$ cat config.mk
export PLATFORM = sky130hd
export DESIGN_NAME = pwm_servo_bank
export DESIGN_NICKNAME = d
export VERILOG_FILES = /design/src/rtl/pwm_servo_bank.sv
export SDC_FILE = /design/constraint.sdc
export NUM_CORES = 1
export LEC_CHECK = 0
export CAP_MARGIN = 25
export CORE_ASPECT_RATIO = 1.4
export CORE_MARGIN = 10
export CORE_UTILIZATION = 35
export DETAILED_ROUTE_END_ITERATION = 10
export GPL_TIMING_DRIVEN = 0
export HOLD_SLACK_MARGIN = 0.06
export REMOVE_ABC_BUFFERS = 1
export SETUP_SLACK_MARGIN = 0.5
export SYNTH_ARGS = -nofsm -noshare
export SYNTH_HDL_FRONTEND = slang
export SYNTH_SLANG_ARGS = --single-unit
$ cat constraint.sdc
create_clock -name clk -period 2.95 [get_ports clk]
set_clock_uncertainty 0.05 [all_clocks]
set_input_delay 0.4425 -clock clk [delete_from_list [all_inputs] [get_ports clk]]
set_output_delay 0.4425 -clock clk [all_outputs]
set_load 0.005 [all_outputs]
$ cat src/rtl/pwm_servo_bank.sv
// rtl/pwm_servo_bank.sv - multi-channel frame-synchronous servo PWM bank (optional PWM_SLEW_EN duty slew limit)
module pwm_servo_bank #(
  parameter int NCH   = 4,
  parameter int CW    = 32,
  parameter int T_RST = 2000000,
  parameter int STEP  = 1000,
  localparam int WCH  = (NCH > 1) ? $clog2(NCH) : 1
) (
  input  logic           clk,
  input  logic           res_n,
  input  logic           enable,
  input  logic [CW-1:0]  t,
  input  logic           wr,
  input  logic [WCH-1:0] wr_ch,
  input  logic [CW-1:0]  wr_d,
  output logic [NCH-1:0] pwm,
  output logic           frame
);

  // Reject unsupported channel counts and negative slew steps at elaboration.
  if (NCH < 1 || NCH > 16 || STEP < 0) begin : g_param_check
    $error("pwm_servo_bank: NCH must be 1..16 and STEP non-negative");
  end

`ifdef PWM_SLEW_EN
  localparam logic [CW-1:0] STEP_C = CW'(STEP);

  // Move act toward sh by at most STEP_C; differences are taken larger-minus-smaller.
  function automatic logic [CW-1:0] slew_toward(input logic [CW-1:0] act,
                                                input logic [CW-1:0] sh);
    logic [CW-1:0] res;
    if (sh > act) begin
      res = ((sh - act) > STEP_C) ? (act + STEP_C) : sh;
    end else begin
      res = ((act - sh) > STEP_C) ? (act - STEP_C) : sh;
    end
    return res;
  endfunction
`endif

  logic [CW-1:0]  cnt_q, cnt_d;
  logic [CW-1:0]  t_act_q, t_act_d;
  logic [CW-1:0]  d_sh_q  [NCH];
  logic [CW-1:0]  d_sh_d  [NCH];
  logic [CW-1:0]  d_act_q [NCH];
  logic [CW-1:0]  d_act_d [NCH];
  logic [NCH-1:0] pwm_q, pwm_d;
  logic           frame_q, frame_d;

  logic [CW-1:0]  t_req;
  logic           wrap;
  logic           load;

  // Clamp the requested period to 2 and decide when shadow values are transferred.
  always_comb begin
    t_req = (t < CW'(2)) ? CW'(2) : t;
    wrap  = enable && (cnt_q == (t_act_q - CW'(1)));
    load  = !enable || wrap;
  end

  // Frame counter runs only while enabled and restarts at the wrap; period reloads on load.
  always_comb begin
    cnt_d   = '0;
    t_act_d = t_act_q;
    if (enable && !wrap) begin
      cnt_d = cnt_q + CW'(1);
    end
    if (load) begin
      t_act_d = t_req;
    end
  end

  // Shadow duties take writes immediately; active duties follow the shadows only on load.
  always_comb begin
    for (int i = 0; i < NCH; i++) begin
      d_sh_d[i]  = d_sh_q[i];
      d_act_d[i] = d_act_q[i];
      if (wr && (wr_ch == WCH'(i))) begin
        d_sh_d[i] = wr_d;
      end
      if (load) begin
`ifdef PWM_SLEW_EN
        d_act_d[i] = slew_toward(d_act_q[i], d_sh_q[i]);
`else
        d_act_d[i] = d_sh_q[i];
`endif
      end
    end
  end

  // Outputs compare the current count against each active duty; frame marks count zero.
  always_comb begin
    pwm_d = '0;
    for (int i = 0; i < NCH; i++) begin
      pwm_d[i] = enable && (cnt_q < d_act_q[i]);
    end
    frame_d = enable && (cnt_q == '0);
  end

  // State and output registers with asynchronous clear.
  always_ff @(posedge clk or negedge res_n) begin
    if (!res_n) begin
      cnt_q   <= '0;
      t_act_q <= CW'(T_RST);
      pwm_q   <= '0;
      frame_q <= 1'b0;
      for (int i = 0; i < NCH; i++) begin
        d_sh_q[i]  <= '0;
        d_act_q[i] <= '0;
      end
    end else begin
      cnt_q   <= cnt_d;
      t_act_q <= t_act_d;
      pwm_q   <= pwm_d;
      frame_q <= frame_d;
      for (int i = 0; i < NCH; i++) begin
        d_sh_q[i]  <= d_sh_d[i];
        d_act_q[i] <= d_act_d[i];
      end
    end
  end

  assign pwm   = pwm_q;
  assign frame = frame_q;

endmodule

* After elaboration in Yosys (flattened, before gate mapping)
Index checks and enable logic that the tools add are counted.
Operators by class: add/sub/neg operators 2, $lt $le $gt $ge 5, eq/ne operators 4, muxes and demuxes 2, reduce and logical (&&, ||, !) cells 16
Operators with widths (number):
- $lt A32 B32 Y1 | 4
- $mux W32 | 2
- $add A32 B1 Y32 const B | 1
- $eq A32 B32 Y1 | 1
- $logic_not A32 Y1 | 1
- $lt A32 B2 Y1 const B | 1
- $sub A32 B1 Y32 const B | 1
- $logic_and A1 B1 Y1 | 11
- $eq A2 B2 Y1 const B | 2
- $eq A2 B1 Y1 const B | 1
- $logic_not A1 Y1 | 2
- $logic_not A2 Y1 | 1
- $logic_or A1 B1 Y1 | 1
Word-level totals: flip-flop bits (word level) 325, logic and storage cells 41

* Depth between registers and ports, before layout
depth after elaboration 6, mapped depth 13, depth with buffers taken out 10

* Worst setup path before layout
No wires, ideal clock.
path type reg-to-reg, start point register t_act_q[0], end point register d_act_q[0] in the netlist's numbering, arrival time 3040 ps, data required time 2773 ps, slack -267 ps, stages on the path, launching flop included 13, buffers on the path 2, clock period less this slack 3217 ps, path through dfrtp_1 inv_1 ha_1 nor4b_4 nand3_1 or4_1 xnor2_1 nor4_1 nand4_1 o31ai_2 buf_4 buf_6 mux2_1
On the way: word-level cells in the longest chain between the ends 4
RTL lines:
- start, declared | RTL line 42 | logic [CW-1:0] t_act_q, t_act_d;
- start signal, assigned | RTL line 104 | t_act_q <= CW'(T_RST);
- start signal, assigned | RTL line 113 | t_act_q <= t_act_d;
- $sub A32 B1 Y32 | RTL line 57 | wrap = enable && (cnt_q == (t_act_q - CW'(1)));
- $eq A32 B32 Y1 | RTL line 57
- $logic_and A1 B1 Y1 | RTL line 57
- $logic_or A1 B1 Y1 | RTL line 58 | load = !enable || wrap;
- end signal, assigned by index | RTL line 118 | d_act_q[i] <= d_act_d[i];
- end, declared | RTL line 45 | logic [CW-1:0] d_act_q [NCH];
No other way between the ends. A chain may end at the register's enable or synchronous reset.

* Final worst setup path
start point register t_act_q[5], end point register d_act_q[95] in the netlist's numbering
The elaborated chain is that of the path after synthesis.

==> summary.md <==
| Metric | Value |
|---|---|
| Core Rows | `94` |
| Share of the synthesized area in the top cell type | `47.63%` |
| Area Overhead vs Synth | `27.75%` |
| Sw Ratio | `26.28%` |
| Commonest non-fill, non-tap cell in the layout | `dfrtp_1` |
| Top FF cell, synth | `dfrtp_1` |
| CP arrival | `3.88 ns` |
| Most frequent cells in the layout | `296 x dfrtp_1, 141 x mux2_2, 132 x inv_1` |
| Netlist cell types | `53` |
| I/O Buffers | `74` |
| RSZ-0062 raised after global routing | `true` |
| Min setup slack post-route | `-0.5279 ns` |
| CP endpoint kind | `flop` |
| Finished Cell Area | `21340 µm²` |
| Max Cap Viol | `0` |
| Post-Route WL | `41740 µm` |
| Pwr Total | `12.42 mW` |
| Fillers | `4188` |
| Total core area | `47160 µm²` |
| Synthesized area per cell | `12.11 µm²` |
| Largest net degree at the start of global routing | `114` |
| GP Congestion | `0.8269` |
| # IOs | `75` |
| Vias post-DR | `10967` |
| Fin. max-slew vios | `0` |
| Area of the multi-input gates | `8462 µm²` |
| Crit-path max cell delay | `0.46 ns` |
| Placed instance count | `2057` |
| Minimum clock period | `3.478 ns` |
| Actual slew at the worst max-slew pin | `1.008 ns` |
| Clk buf depth | `3` |
| Die height | `278.5 µm` |
| P_sw | `3.264 mW` |
| Slew headroom | `32.58%` |
| Gate Count Post-Synth | `1380` |
| Nets@finish | `1753` |
| Top post-synthesis cells by area | `dfrtp_1 48%, mux2_1 9.6%, mux2_2 9.6%` |
| Clk pwr share | `33.9%` |
| Most frequent cell on the critical path | `buf_16` |
| Sum Neg Setup Slack | `-78.47 ns` |
| DPL Wire Length | `29010 µm` |
| H-tree depth | `1` |
| Seq pwr share | `46.4%` |
| Finished Layout Cells | `2205` |
| Status | `finished with violations` |
| Mapped cell area | `16710 µm²` |
| Yosys warns | `0` |
| Pint | `9.157 mW` |
| Failing checks | `negative setup slack` |
| Total grt overflow | `0` |
| Worst IR Drop VDD | `0.0004083 V` |
| Residual DRC | `0` |
| Pwr Density | `581.9 nW/µm²` |
| Final Util | `45.26%` |
| GRT Resource Usage Total | `14.43%` |
| Die ar. | `57000 µm²` |
| Iteration-0 DRC Markers | `623` |
| CP max stage cell | `dfrtp_2` |
| FF+latch count, synth | `325` |
| CTS clock-pin slew for the worst setup and hold paths | `0.06 ns` |
| Pre-antenna DRT Iters | `4` |
| Crit share post-route | `117.9%` |
| Final Setup Violations | `192` |
| Setup CP Type | `flop to flop` |
| CTS tree | `yes` |
| Setup WS pre-CTS | `-1.657 ns` |
| Placed cell area | `18410 µm²` |
| Vias in the first global route | `11583` |
| CTS Buf Count | `31` |
| Max Fclk | `287.5 MHz` |
| Fin. Hold Viols | `0` |
| First-pass GRT wire length | `65910 µm` |
| Sequential share of the synthesized area | `48.73%` |
| Synth area leader | `dfrtp_1` |
| Async S/R FF share, synth | `100.0%` |
| HP Class | `flop to flop` |
| Clk root buf | `clkbuf_16` |
| Reg area | `8169 µm²` |
| Critical Path Source Type | `flop` |
| Share of layout cells above drive strength 1 | `31.56%` |
| Comb power frac | `19.8%` |
| Post-synth EDFFs | `0` |
| Wire length per cell | `18.93 µm` |
| Ant. Diodes | `0` |
| Starting Density | `35.42%` |
| Worst-path cell chain | `nor4_4 -> nand4_1 -> or3_1 -> xnor2_1 -> nor4_2 -> nand4_1 -> o31ai_4 -> buf_8 -> buf_16 -> buf_16 -> buf_16 -> buf_4 -> mux2_2` |
| Vias per cell | `4.974` |
| Clk_lat worst skew | `0.58 ns` |
| Worst Path Required | `3.35 ns` |
| Hold WS | `0.4333 ns` |
| Detail Route Antenna Nets | `0` |
| Crit-path max FO | `6` |
| Antenna violations before repair | `0` |
| Die X | `204.7 µm` |
| Leak | `10.17 nW` |
| Clock sink total | `325` |
[kinds of logic after synthesis]
| kind of cell | Yosys count | synth area share [%] |
|---|---|---|
| XOR/XNOR | 74 | 3.879 |
| AND/OR/NAND/NOR | 253 | 8.171 |
| adder cells (fa/ha/maj) | 127 | 9.511 |
| flip-flops | 325 | 48.73 |
| buffers and inverters | 180 | 4.845 |
| AO/OA/AOI/OAI | 129 | 5.227 |
| multiplexers | 292 | 19.64 |
[power groups by stage]
stage               Clock, mW  Combinational [mW]  Sequential (mW)
global route             4.49                2.73             5.88
CTS                      4.31                2.38             5.76
detailed placement          0                1.98             5.81
floorplan                   0                1.37             5.64
finish                   4.21                2.45             5.76
global placement            0                1.90             5.79
[worst paths after layout]
check	start	endpoint	slack (ns)	depth (start not counted)
setup / recovery	t_act_q[5]$_DFFE_PN0P_	d_act_q[95]$_DFFE_PN0P_	-0.53	13
hold / removal	d_sh_q[32]$_DFFE_PN0P_	d_act_q[32]$_DFFE_PN0P_	0.43	1
setup reg to reg	t_act_q[5]$_DFFE_PN0P_	d_act_q[95]$_DFFE_PN0P_	-0.53	13
hold reg to reg	d_sh_q[32]$_DFFE_PN0P_	d_act_q[32]$_DFFE_PN0P_	0.43	1
max in group asynchronous	res_n	d_act_q[94]$_DFFE_PN0P_	1.29	3
min in group asynchronous	res_n	t_act_q[21]$_DFFE_PN0P_	0.45	2
[worst max-delay path: cells and delay by family (launching register included)]
family	cells	cell delay, ns
simple gates	5	1.48
compound gates	1	0.27
buf+inv	5	0.61
mux	1	0.33
xor+xnor	1	0.15
flops	1	0.46
[area by class of cell]
cell class,instances,area share [%]
clock buffers,48,4.590
clock inverters,10,0.5217
inverters,134,2.357
multi-input cells,875,39.64
flip-flops and latches,325,38.27
well taps,624,3.658
repair buffers,189,10.96
[cell usage after synthesis (4+ instances only)]
master    instances
a211oi_1          4
a21o_1           46
a21oi_1          28
and3_1            8
buf_1             4
buf_4             5
buf_6            15
clkbuf_1         20
dfrtp_1         318
dfstp_2           7
ha_1            127
inv_1           134
mux2_1          143
mux2_2          143
mux2i_1           6
nand2_1          25
nand2b_1         12
nand3_1          24
nand4_1          36
nor2_1           65
nor2b_1           6
nor3_1           30
nor3b_1           5
nor4_1           23
o21a_1            9
o21ai_0          16
o31ai_1           5
or4_1             4
xnor2_1          40
xor2_1           34
[routing by layer]
metal	GRT usage (%)	vias up	wire, µm
met5	0	-	0
li1	-	5204	-
met2	26.01	156	21910
met1	16.98	5531	17140
met3	1.709	76	1271
met4	5.595	0	1418
[repair_timing]
| item | CTS | global route |
|---|---|---|
| endpoints found under the hold margin | 94 | 0 |
| resized for setup | 174 | 65 |
| pin swaps | 16 | 16 |
| hold buffers | 1 | 0 |
| setup endpoints to repair | 196 | 196 |
| buffers inserted | 44 | 36 |
| cloned | 7 | 2 |
[sequential cells by signal, summed over array words and instances, names as in the netlist]
| register | count |
|---|---|
| d_sh_q | 128 |
| cnt_q | 32 |
| d_act_q | 128 |
| pwm | 4 |
| frame | 1 |
| t_act_q | 32 |
No activity file was read; power rests on OpenSTA's default activity.
